===== src/rtl/serial_add_pkg.sv =====
// serial_add_pkg: shared types and sizing helpers for the serial adder.
// Imported by the interface, the full-adder cell and the sequencer.
package serial_add_pkg;

  typedef enum logic [1:0] {
    IDLE,
    RUN,
    DONE
  } state_t;

  localparam int DEF_WIDTH = 4;

  function automatic int cnt_w(input int w);
    return (w < 2) ? 1 : $clog2(w);
  endfunction

endpackage


===== src/rtl/serial_add_ctrl_if.sv =====
// serial_add_ctrl_if: request/result bundle of the serial adder.
// ovf exists only when SERIAL_ADD_OVF_EN is defined.
interface serial_add_ctrl_if
  import serial_add_pkg::*;
#(
  parameter int WIDTH = DEF_WIDTH
);

  logic             start;
  logic [WIDTH-1:0] a;
  logic [WIDTH-1:0] b;
  logic             ci;
  logic             busy;
  logic             done;
  logic [WIDTH-1:0] s;
  logic             co;
`ifdef SERIAL_ADD_OVF_EN
  logic             ovf;

  modport master (
    output start, a, b, ci,
    input  busy, done, s, co, ovf
  );

  modport slave (
    input  start, a, b, ci,
    output busy, done, s, co, ovf
  );
`else
  modport master (
    output start, a, b, ci,
    input  busy, done, s, co
  );

  modport slave (
    input  start, a, b, ci,
    output busy, done, s, co
  );
`endif

endinterface


===== src/rtl/serial_fa_cell.sv =====
// serial_fa_cell: one full adder plus the carry register it feeds back.
// The carry loads ci on accept and follows the cell carry-out while running.
module serial_fa_cell (
  input  logic clk,
  input  logic rst_n,
  input  logic load,
  input  logic en,
  input  logic ci,
  input  logic a,
  input  logic b,
  output logic s,
  output logic co
);

  logic carry;

  assign s  = a ^ b ^ carry;
  assign co = (a & b) | (carry & (a ^ b));

  always_ff @(posedge clk or negedge rst_n) begin
    if (!rst_n) begin
      carry <= 1'b0;
    end else if (load) begin
      carry <= ci;
    end else if (en) begin
      carry <= co;
    end
  end

endmodule


===== src/rtl/serial_add_ctrl.sv =====
// serial_add_ctrl: bit-serial adder sequencer sharing one full-adder cell.
// Define SERIAL_ADD_OVF_EN to add the registered two's-complement ovf output.
module serial_add_ctrl
  import serial_add_pkg::*;
#(
  parameter int WIDTH = DEF_WIDTH
) (
  input logic              clk,
  input logic              rst_n,
  serial_add_ctrl_if.slave bus
);

  localparam int CW = cnt_w(WIDTH);

  state_t           state;
  state_t           nxt;
  logic [CW-1:0]    cnt;
  logic [WIDTH-1:0] sa;
  logic [WIDTH-1:0] sb;
  logic [WIDTH-2:0] sr;
  logic [WIDTH-1:0] sum_n;
  logic [WIDTH-1:0] s_q;
  logic             co_q;
  logic             fa_s;
  logic             fa_co;
  logic             run;
  logic             accept;
  logic             last;

  assign run    = (state == RUN);
  assign accept = bus.start && (state != RUN);
  assign last   = run && (cnt == CW'(WIDTH - 1));
  assign sum_n  = {fa_s, sr};

  serial_fa_cell u_fa (
    .clk   (clk),
    .rst_n (rst_n),
    .load  (accept),
    .en    (run),
    .ci    (bus.ci),
    .a     (sa[0]),
    .b     (sb[0]),
    .s     (fa_s),
    .co    (fa_co)
  );

  always_ff @(posedge clk or negedge rst_n) begin
    if (!rst_n) begin
      state <= IDLE;
    end else begin
      state <= nxt;
    end
  end

  always_comb begin
    nxt = state;
    unique case (1'b1)
      (state == IDLE): if (bus.start) nxt = RUN;
      (state == RUN):  if (last) nxt = DONE;
      (state == DONE): nxt = bus.start ? RUN : IDLE;
      default:         nxt = IDLE;
    endcase
  end

  // sr keeps only the upper sum bits; the MSB arrives on the last cycle
  always_ff @(posedge clk or negedge rst_n) begin
    if (!rst_n) begin
      sa  <= '0;
      sb  <= '0;
      sr  <= '0;
      cnt <= '0;
    end else if (accept) begin
      sa  <= bus.a;
      sb  <= bus.b;
      cnt <= '0;
    end else if (run) begin
      sa  <= sa >> 1;
      sb  <= sb >> 1;
      sr  <= sum_n[WIDTH-1:1];
      cnt <= cnt + CW'(1);
    end
  end

  always_ff @(posedge clk or negedge rst_n) begin
    if (!rst_n) begin
      s_q  <= '0;
      co_q <= 1'b0;
    end else if (last) begin
      s_q  <= sum_n;
      co_q <= fa_co;
    end
  end

`ifdef SERIAL_ADD_OVF_EN
  logic ovf_q;

  // carry into the MSB is recovered as s ^ a ^ b of the last bit
  always_ff @(posedge clk or negedge rst_n) begin
    if (!rst_n) begin
      ovf_q <= 1'b0;
    end else if (last) begin
      ovf_q <= fa_s ^ sa[0] ^ sb[0] ^ fa_co;
    end
  end

  assign bus.ovf = ovf_q;
`endif

  assign bus.busy = run;
  assign bus.done = (state == DONE);
  assign bus.s    = s_q;
  assign bus.co   = co_q;

endmodule

===== src/flat_wrapper.sv =====
// flat-port wrapper written by rule: the top's interface ports become plain ports
module serial_add_ctrl_flat import serial_add_pkg::*;
#(
  parameter int WIDTH = DEF_WIDTH
)
  (clk, rst_n, bus_start, bus_a, bus_b, bus_ci, bus_busy, bus_done, bus_s, bus_co);
  serial_add_ctrl_if #(.WIDTH(WIDTH)) bus_i ();
  input logic clk;
  input logic rst_n;
  input wire logic [$bits(bus_i.start)-1:0] bus_start;
  input wire logic [$bits(bus_i.a)-1:0] bus_a;
  input wire logic [$bits(bus_i.b)-1:0] bus_b;
  input wire logic [$bits(bus_i.ci)-1:0] bus_ci;
  output wire logic [$bits(bus_i.busy)-1:0] bus_busy;
  output wire logic [$bits(bus_i.done)-1:0] bus_done;
  output wire logic [$bits(bus_i.s)-1:0] bus_s;
  output wire logic [$bits(bus_i.co)-1:0] bus_co;
  assign bus_i.start = bus_start;
  assign bus_i.a = bus_a;
  assign bus_i.b = bus_b;
  assign bus_i.ci = bus_ci;
  assign bus_busy = bus_i.busy;
  assign bus_done = bus_i.done;
  assign bus_s = bus_i.s;
  assign bus_co = bus_i.co;
  serial_add_ctrl #(.WIDTH(WIDTH)) u_core (.clk(clk), .rst_n(rst_n), .bus(bus_i));
endmodule

===== config.mk =====
export PLATFORM = sky130hd
export DESIGN_NAME = serial_add_ctrl_flat
export DESIGN_NICKNAME = d
export VERILOG_FILES = /design/src/rtl/serial_add_pkg.sv /design/src/rtl/serial_add_ctrl_if.sv /design/src/rtl/serial_fa_cell.sv /design/src/rtl/serial_add_ctrl.sv /design/src/flat_wrapper.sv
export SDC_FILE = /design/constraint.sdc
export NUM_CORES = 1
export LEC_CHECK = 0
export CORE_UTILIZATION = 26
export DETAILED_ROUTE_END_ITERATION = 12
export HOLD_SLACK_MARGIN = 0.03
export PLACE_DENSITY = 0.5
export SLEW_MARGIN = 20
export SYNTH_ARGS = -nofsm -noshare
export SYNTH_HDL_FRONTEND = slang
export SYNTH_HIERARCHICAL = 1
export SYNTH_SLANG_ARGS = --single-unit

===== constraint.sdc =====
create_clock -name clk -period 3.3 [get_ports clk]
set_clock_uncertainty 0.1 [all_clocks]
set_input_delay 0.825 -clock clk [delete_from_list [all_inputs] [get_ports clk]]
set_output_delay 0.825 -clock clk [all_outputs]
set_load 0.02 [all_outputs]

==> report_table.html, run 1 <==
<table>
<tr><th>Metric</th><th>Value</th></tr>
<tr><th colspan="2">CTS</th></tr>
<tr><td>TritonCTS clock tree</td><td>done</td></tr>
<tr><td>CTS H-tree depth</td><td>1</td></tr>
<tr><td>Clock root buffer</td><td>clkbuf_8</td></tr>
<tr><td>Post-cts gate resize count</td><td>0</td></tr>
<tr><td>CTS buffer count</td><td>3</td></tr>
<tr><td># clock sinks</td><td>21</td></tr>
<tr><td>Clock latency of the later-clocked register in the worst-skew pair</td><td>0.26 ns</td></tr>
<tr><td>Number of hold buffers added after cts</td><td>0</td></tr>
<tr><td>Worst-case clock buffer depth</td><td>2</td></tr>
<tr><td>Post-CTS setup buffers</td><td>0</td></tr>
<tr><td>Clock-pin slew of the registers on the worst-case setup and hold paths</td><td>0.07 ns</td></tr>
<tr><th colspan="2">Synthesis</th></tr>
<tr><td>Fraction of the mapped netlist area in compound gates</td><td>1.16%</td></tr>
<tr><td>Nets in the synthesized netlist</td><td>78</td></tr>
<tr><td>Area fraction in and, or, nand and nor cells after synthesis</td><td>5.56%</td></tr>
<tr><td>Count of warnings emitted by yosys</td><td>6</td></tr>
<tr><td>Adder-cell share of the synthesized area</td><td>3.36%</td></tr>
<tr><td>Combinational family with the most area after synthesis</td><td>multiplexers</td></tr>
<tr><td>Proportion of synthesized area in mux cells</td><td>32.5%</td></tr>
<tr><td>Seq cells post-synth</td><td>21</td></tr>
<tr><td>Cells after Synth</td><td>64</td></tr>
<tr><td>Sequential share of the synthesized area</td><td>54.3%</td></tr>
<tr><td>Synth cell types</td><td>20</td></tr>
<tr><td>Cell area after synthesis</td><td>967 um2</td></tr>
<tr><td>Syn_area_per_cell</td><td>15.1 um2</td></tr>
<tr><td>Share of the synthesized netlist area taken by xor and xnor gates</td><td>0%</td></tr>
<tr><th colspan="2">STA</th></tr>
<tr><td>Fraction of the cycle the final worst path needs</td><td>76.2%</td></tr>
<tr><td>Pins Over Slew Limit</td><td>0</td></tr>
<tr><td>Upper clock frequency limit</td><td>398 MHz</td></tr>
<tr><td>RSZ-0062 raised after global routing</td><td>no</td></tr>
<tr><td>Worst-case headroom to the max-slew limit</td><td>63.1%</td></tr>
<tr><td>Setup violation total in the final timing report</td><td>0</td></tr>
<tr><td>Final period demand of the worst path</td><td>2.52 ns</td></tr>
<tr><td>Slew at the pin closest to its max-slew limit</td><td>0.552 ns</td></tr>
<tr><td>Final hold viol count</td><td>0</td></tr>
<tr><td>Setup tns final</td><td>0 ns</td></tr>
<tr><th colspan="2">Hold path</th></tr>
<tr><td>Hold worst-path end</td><td>u_core/bus.s[0]</td></tr>
<tr><td>Hold path start</td><td>u_core/sr[0]</td></tr>
<tr><td>Worst hold-check path type</td><td>register to register</td></tr>
<tr><td>Hold Path Depth</td><td>1</td></tr>
<tr><th colspan="2">Final layout</th></tr>
<tr><td>Multi-input combinational cell area</td><td>412 um2</td></tr>
<tr><td>Share of cells above drive strength 1</td><td>24.4%</td></tr>
<tr><td>Filler Cells Inserted</td><td>329</td></tr>
<tr><td>Final core utilization</td><td>36.2%</td></tr>
<tr><td>Number of non-filler instances in the completed layout</td><td>132</td></tr>
<tr><td>Nets</td><td>101</td></tr>
<tr><td>Number of diodes</td><td>0</td></tr>
<tr><td>FF/Latch Area</td><td>526 um2</td></tr>
<tr><td>Layout-stage area growth over the synthesis result</td><td>29.0%</td></tr>
<tr><th colspan="2">Critical path</th></tr>
<tr><td>WS Path Type</td><td>register to output port</td></tr>
<tr><td>Required time of the critical path</td><td>2.37 ns</td></tr>
<tr><td>Startpoint type of the worst setup path</td><td>register</td></tr>
<tr><td>Setup slack on the worst flop-to-flop path</td><td>1.83 ns</td></tr>
<tr><td>R2r startpoint</td><td>u_core/cnt[0]</td></tr>
<tr><td>Signal arrival time at the worst endpoint</td><td>1.59 ns</td></tr>
<tr><td>Worst Reg-to-Reg Cells</td><td>3</td></tr>
<tr><td>Worst-path maximum fanout</td><td>7</td></tr>
<tr><td>Worst r2r dst</td><td>u_core/bus.s[1]</td></tr>
<tr><td>Worst Setup End Kind</td><td>output port</td></tr>
<tr><th colspan="2">Placed design</th></tr>
<tr><td>Final weighted congestion in routability-driven placement</td><td>0.659</td></tr>
<tr><td>Final HPWL from detailed placement</td><td>1140 um</td></tr>
<tr><td>Placed Cells incl. Taps</td><td>128</td></tr>
<tr><td>Count of input and output buffers</td><td>18</td></tr>
<tr><th colspan="2">GRT</th></tr>
<tr><td>Maximum number of pins on one net before global-route repair</td><td>22</td></tr>
<tr><td>Wire length of the first global-routing pass</td><td>2840 um</td></tr>
<tr><td>Number of global-route vias before repair</td><td>594</td></tr>
<tr><td>Total track usage</td><td>9.72%</td></tr>
<tr><td>Overall overflow remaining after global route</td><td>0</td></tr>
<tr><td>Initial antenna violation count</td><td>0</td></tr>
<tr><th colspan="2">Run</th></tr>
<tr><td>Max-Cap Viols</td><td>0</td></tr>
<tr><th colspan="2">Pwr</th></tr>
<tr><td>VDD IR max</td><td>288 uV</td></tr>
<tr><td>Power per unit of standard cell area</td><td>892 nW/um2</td></tr>
<tr><td>Leakage power of the design</td><td>0.577 nW</td></tr>
<tr><th colspan="2">Drt</th></tr>
<tr><td>Antenna viol nets, final</td><td>0</td></tr>
<tr><td>Drt first pass iters</td><td>4</td></tr>
<tr><td>1st-iter DRT viols</td><td>11</td></tr>
<tr><td>Drt total wl</td><td>1630 um</td></tr>
<tr><td>Average vias per placed instance</td><td>4.21</td></tr>
<tr><td>Detailed-route DRC error count</td><td>0</td></tr>
<tr><td>Routed length per placed instance</td><td>12.4 um</td></tr>
<tr><td>DR vias</td><td>556</td></tr>
<tr><th colspan="2">Floorplan</th></tr>
<tr><td>Initial Utilization</td><td>28.1%</td></tr>
<tr><td>Boundary pin count</td><td>19</td></tr>
<tr><td>Number of standard-cell rows in the floorplan</td><td>21</td></tr>
<tr><td>Die footprint</td><td>3970 um2</td></tr>
<tr><td>CORE AREA</td><td>3440 um2</td></tr>
<tr><td>Chip height</td><td>63.0 um</td></tr>
<tr><td>Die X-Extent</td><td>63.0 um</td></tr>
<tr><th colspan="2">Status</th></tr>
<tr><td>Outcome</td><td>finished, final reports clean</td></tr>
</table>
[layout by cell type, fill, tap and decap left out]
master	n
ha_1	1
and2b_4	1
inv_1	2
clkinv_2	1
nor2b_1	1
nand2_1	1
o21ai_1	1
o22ai_1	1
dfrtp_1	21
mux2i_1	4
buf_4	2
nand3b_1	1
inv_2	1
clkdlybuf4s50_1	18
mux2_1	9
nor2_1	3
nand2b_2	1
fa_1	1
mux2_4	10
mux2_2	2
nand2b_1	1
clkbuf_8	3
[stage by stage]
stage          setup slack, ns  total power, mW  hold WS [ns]  area (um2)
3_3_place_gp             0.743            0.947         0.364        1200
2_1_floorplan             1.59            0.789         0.350         967
6_report                 0.784             1.11         0.390        1250
4_1_cts                  0.759             1.13         0.398        1250
3_5_place_dp             0.726            0.959         0.380        1200
5_1_grt                  0.704             1.20         0.413        1250
[layout make-up]
class                      instances  share of cell area [%]
inverter                           3                   0.903
multi-input combinational         38                    33.0
clock inverter                     1                   0.401
tap                               46                    4.61
timing repair buffer              20                    15.6
sequential                        21                    42.1
clock buffer                       3                    3.31
[worst max-delay path: stages, from the launching register on]
cell and delay (ns):
dfrtp_1 0.38, nand2b_1 0.17, inv_2 0.16, clkdlybuf4s50_1 0.63
[report_power, final]
group | internal (mW) | total (mW) | switching, mW
registers | 0.378 | 0.447 | 0.0690
clock network | 0.0841 | 0.167 | 0.0829
logic | 0.285 | 0.499 | 0.214
total | 0.747 | 1.11 | 0.366
[synth_stat cells (all sizes together)]
master | n | area, um2
nor2b | 1 | 6.26
buf | 2 | 18.8
nand3b | 1 | 7.51
nand2 | 1 | 3.75
mux2i | 4 | 40.0
inv | 3 | 11.3
fa | 1 | 20.0
nand2b | 2 | 15.0
mux2 | 21 | 274
ha | 1 | 12.5
o21ai | 1 | 5.00
nor2 | 3 | 11.3
o22ai | 1 | 6.26
and2b | 1 | 10.0
dfrtp | 21 | 526
[state kept, by name, indices dropped and copies added (netlist names)]
register,flops
u_core/sr,3
u_core/bus.s,4
u_core/state,2
u_core/u_fa/carry,1
u_core/sb,4
u_core/cnt,2
u_core/sa,4
u_core/bus.co,1
[routing by layer]
layer  routed length (um)  track usage (%)
met1                  815             12.8
met2                  705             13.6
met3                   85             3.65
met4                   27             5.23
met5                    0                0
[worst max path at each step]
stage / start / to / slack [ns] / depth (start not counted)
after CTS: u_core/state[1] / bus_busy / 0.76 / 3
after global routing: u_core/state[1] / bus_busy / 0.70 / 3
after floorplan: bus_start / u_core/sa[0] / 1.59 / 3
after global placement: bus_start / u_core/sb[0] / 0.74 / 3
final: u_core/state[1] / bus_busy / 0.78 / 3
after detailed placement: bus_start / u_core/sb[0] / 0.73 / 3
[cell families (layout without fill, tap and decap cells)]
group,Yosys count,in the layout
flip-flops,21,21
multiplexers,25,25
buffers and inverters,5,27
AO/OA/AOI/OAI,2,2
adder cells (fa/ha/maj),2,2
AND/OR/NAND/NOR,9,9
Power figures use the tool's default switching activity.
==> run 2, diff against run 1 <==
clock period = 2.5 ns   (was 3.3 ns; I/O delays follow)
==> report_table.html, run 2 (same netlist as run 1, synthesis figures left out) <==
<table>
<tr><th>Metric</th><th>Value</th></tr>
<tr><th colspan="2">Critical path</th></tr>
<tr><td>WS Path Type</td><td>register to output port</td></tr>
<tr><td>Signal arrival time at the worst endpoint</td><td>1.59 ns (about the same)</td></tr>
<tr><td>Worst-path maximum fanout</td><td>7 (unchanged)</td></tr>
<tr><td>Setup slack on the worst flop-to-flop path</td><td>1.04 ns (-0.79 ns)</td></tr>
<tr><td>R2r startpoint</td><td>u_core/cnt[0]</td></tr>
<tr><td>Worst Reg-to-Reg Cells</td><td>3 (unchanged)</td></tr>
<tr><td>Worst r2r dst</td><td>u_core/bus.s[0]</td></tr>
<tr><td>Worst Setup End Kind</td><td>output port</td></tr>
<tr><td>Startpoint type of the worst setup path</td><td>register</td></tr>
<tr><td>Required time of the critical path</td><td>1.77 ns (-0.60 ns)</td></tr>
<tr><th colspan="2">STA</th></tr>
<tr><td>Slew at the pin closest to its max-slew limit</td><td>0.325 ns (-0.227 ns)</td></tr>
<tr><td>Pins Over Slew Limit</td><td>0 (unchanged)</td></tr>
<tr><td>Setup violation total in the final timing report</td><td>0 (unchanged)</td></tr>
<tr><td>Fraction of the cycle the final worst path needs</td><td>92.5%</td></tr>
<tr><td>Final hold viol count</td><td>0 (unchanged)</td></tr>
<tr><td>Setup tns final</td><td>0 ns (unchanged)</td></tr>
<tr><td>Final period demand of the worst path</td><td>2.31 ns</td></tr>
<tr><td>Upper clock frequency limit</td><td>432 MHz</td></tr>
<tr><td>Worst-case headroom to the max-slew limit</td><td>78.3% (+15 points)</td></tr>
<tr><td>RSZ-0062 raised after global routing</td><td>no</td></tr>
<tr><th colspan="2">Hold path</th></tr>
<tr><td>Hold Path Depth</td><td>1 (unchanged)</td></tr>
<tr><td>Worst hold-check path type</td><td>register to register</td></tr>
<tr><td>Hold path start</td><td>u_core/sb[1]</td></tr>
<tr><td>Hold worst-path end</td><td>u_core/sb[0]</td></tr>
<tr><th colspan="2">GRT</th></tr>
<tr><td>Number of global-route vias before repair</td><td>647 (+8.9%)</td></tr>
<tr><td>Maximum number of pins on one net before global-route repair</td><td>22 (unchanged)</td></tr>
<tr><td>Initial antenna violation count</td><td>0 (unchanged)</td></tr>
<tr><td>Wire length of the first global-routing pass</td><td>2990 um (+5.1%)</td></tr>
<tr><td>Total track usage</td><td>9.96% (+0.24 points)</td></tr>
<tr><td>Overall overflow remaining after global route</td><td>0 (unchanged)</td></tr>
<tr><th colspan="2">Pwr</th></tr>
<tr><td>Power per unit of standard cell area</td><td>1160 nW/um2 (+30%)</td></tr>
<tr><td>Flop pwr share</td><td>40.2% (about the same)</td></tr>
<tr><td>P_int</td><td>0.988 mW (+32%)</td></tr>
<tr><td>Fraction of power spent switching nets</td><td>32.6% (-0.29 points)</td></tr>
<tr><td>VDD IR max</td><td>375 uV (+30%)</td></tr>
<tr><td>Leakage power of the design</td><td>0.587 nW (+1.7%)</td></tr>
<tr><td>Clock Power Share</td><td>14.7% (-0.3 points)</td></tr>
<tr><td>Comb power frac</td><td>45.1% (+0.3 points)</td></tr>
<tr><td>Sw Pwr</td><td>0.478 mW (+31%)</td></tr>
<tr><th colspan="2">Placed design</th></tr>
<tr><td>Final HPWL from detailed placement</td><td>1180 um (+3.7%)</td></tr>
<tr><td>Final weighted congestion in routability-driven placement</td><td>0.623 (-5.4%)</td></tr>
<tr><td>Count of input and output buffers</td><td>18 (unchanged)</td></tr>
<tr><td>Placed inst area</td><td>1220 um2 (+1.3%)</td></tr>
<tr><th colspan="2">CTS</th></tr>
<tr><td>Number of hold buffers added after cts</td><td>0 (unchanged)</td></tr>
<tr><td>Clock latency of the later-clocked register in the worst-skew pair</td><td>0.25 ns (about the same)</td></tr>
<tr><td>CTS H-tree depth</td><td>1 (unchanged)</td></tr>
<tr><td># clock sinks</td><td>21 (unchanged)</td></tr>
<tr><td>Post-CTS setup buffers</td><td>0 (unchanged)</td></tr>
<tr><td>TritonCTS clock tree</td><td>done</td></tr>
<tr><td>Clock-pin slew of the registers on the worst-case setup and hold paths</td><td>0.08 ns (about the same)</td></tr>
<tr><td>Worst-case clock buffer depth</td><td>2 (unchanged)</td></tr>
<tr><td>CTS buffer count</td><td>3 (unchanged)</td></tr>
<tr><td>Clock root buffer</td><td>clkbuf_8</td></tr>
<tr><td>Post-cts gate resize count</td><td>0 (unchanged)</td></tr>
<tr><th colspan="2">Floorplan</th></tr>
<tr><td>Number of standard-cell rows in the floorplan</td><td>21 (unchanged)</td></tr>
<tr><td>Boundary pin count</td><td>19 (unchanged)</td></tr>
<tr><td>Die X-Extent</td><td>63.0 um (unchanged)</td></tr>
<tr><td>CORE AREA</td><td>3440 um2 (unchanged)</td></tr>
<tr><td>Die footprint</td><td>3970 um2 (unchanged)</td></tr>
<tr><td>Initial Utilization</td><td>28.1% (unchanged)</td></tr>
<tr><td>Chip height</td><td>63.0 um (unchanged)</td></tr>
<tr><th colspan="2">Drt</th></tr>
<tr><td>Antenna viol nets, final</td><td>0 (unchanged)</td></tr>
<tr><td>Drt total wl</td><td>1640 um (+0.55%)</td></tr>
<tr><td>Routed length per placed instance</td><td>12.3 um (-0.95%)</td></tr>
<tr><td>Drt first pass iters</td><td>2 (-2)</td></tr>
<tr><td>1st-iter DRT viols</td><td>9 (-2)</td></tr>
<tr><td>DR vias</td><td>558 (+0.36%)</td></tr>
<tr><td>Detailed-route DRC error count</td><td>0 (unchanged)</td></tr>
<tr><td>Average vias per placed instance</td><td>4.16 (-1.1%)</td></tr>
<tr><th colspan="2">Run</th></tr>
<tr><td>Max-Cap Viols</td><td>0 (unchanged)</td></tr>
<tr><th colspan="2">Final layout</th></tr>
<tr><td>Layout-stage area growth over the synthesis result</td><td>30.5%</td></tr>
<tr><td>Number of diodes</td><td>0 (unchanged)</td></tr>
<tr><td>Share of cells above drive strength 1</td><td>26.1% (+1.7 points)</td></tr>
<tr><td>Most frequent standard cell in the layout excluding fill and tap cells</td><td>dfrtp_1</td></tr>
<tr><td>Nets</td><td>103 (+2.0%)</td></tr>
<tr><td>Commonest cells after routing, fill and taps aside</td><td>dfrtp_1 (21), clkdlybuf4s50_1 (18), mux2_4 (10), mux2_1 (9)</td></tr>
<tr><td>Finished Cell Area</td><td>1260 um2 (+1.2%)</td></tr>
<tr><th colspan="2">Status</th></tr>
<tr><td>Outcome</td><td>finished, final reports clean</td></tr>
</table>
-- run 2: worst max path at each step --
stage,startpoint,to,slack [ns]
2_1_floorplan,bus_start,u_core/sa[0],0.99
6_report,u_core/state[1],bus_busy,0.19
3_5_place_dp,bus_start,u_core/sb[0],0.36
5_1_grt,u_core/state[1],bus_busy,0.12
4_1_cts,u_core/state[1],bus_busy,0.15
3_3_place_gp,bus_start,u_core/sb[0],0.38
-- run 2: power by group through the flow --
| stage | sequential (mW) | clock [mW] | combinational (mW) |
|---|---|---|---|
| floorplan | 0.626 | 0 | 0.415 |
| global placement | 0.594 | 0 | 0.659 |
| detailed placement | 0.601 | 0 | 0.670 |
| CTS | 0.595 | 0.230 | 0.673 |
| global route | 0.619 | 0.238 | 0.724 |
| finish | 0.589 | 0.215 | 0.661 |
-- run 2: per-layer routing --
metal  track usage [%]  vias up  share of wire (%)
li1                  -      268                  -
met1              11.9      273                 49
met2              15.9       13                 45
met3              2.01        4                3.7
met4              6.98        0                3.0
met5                 0        -                  0
-- run 2: layout make-up --
type | count | area, um2
fill | 346 | 2180
multi-input combinational | 38 | 412
tap | 46 | 57.6
sequential | 21 | 526
clock buffer | 3 | 41.3
clock inverter | 1 | 5.00
timing repair buffer | 22 | 210
inverter | 3 | 11.3
-- run 2: critical path, cell delays in order, from the launching register on --
cell and delay [ns]:
dfrtp_1 0.38, nand2b_1 0.16, inv_2 0.15, clkdlybuf4s50_1 0.64
-- run 2: metrics by stage --
step / setup WS [ns] / std cells / hold slack [ns] / power (mW) / utilization [%]
2_1_floorplan: 0.987 / 64 / 0.229 / 1.04 / -
3_3_place_gp: 0.378 / 130 / 0.365 / 1.25 / 35.3
3_5_place_dp: 0.357 / 130 / 0.375 / 1.27 / 35.3
4_1_cts: 0.154 / 134 / 0.397 / 1.50 / 36.7
5_1_grt: 0.119 / 134 / 0.419 / 1.58 / 36.7
6_report: 0.187 / 134 / 0.395 / 1.47 / 36.7
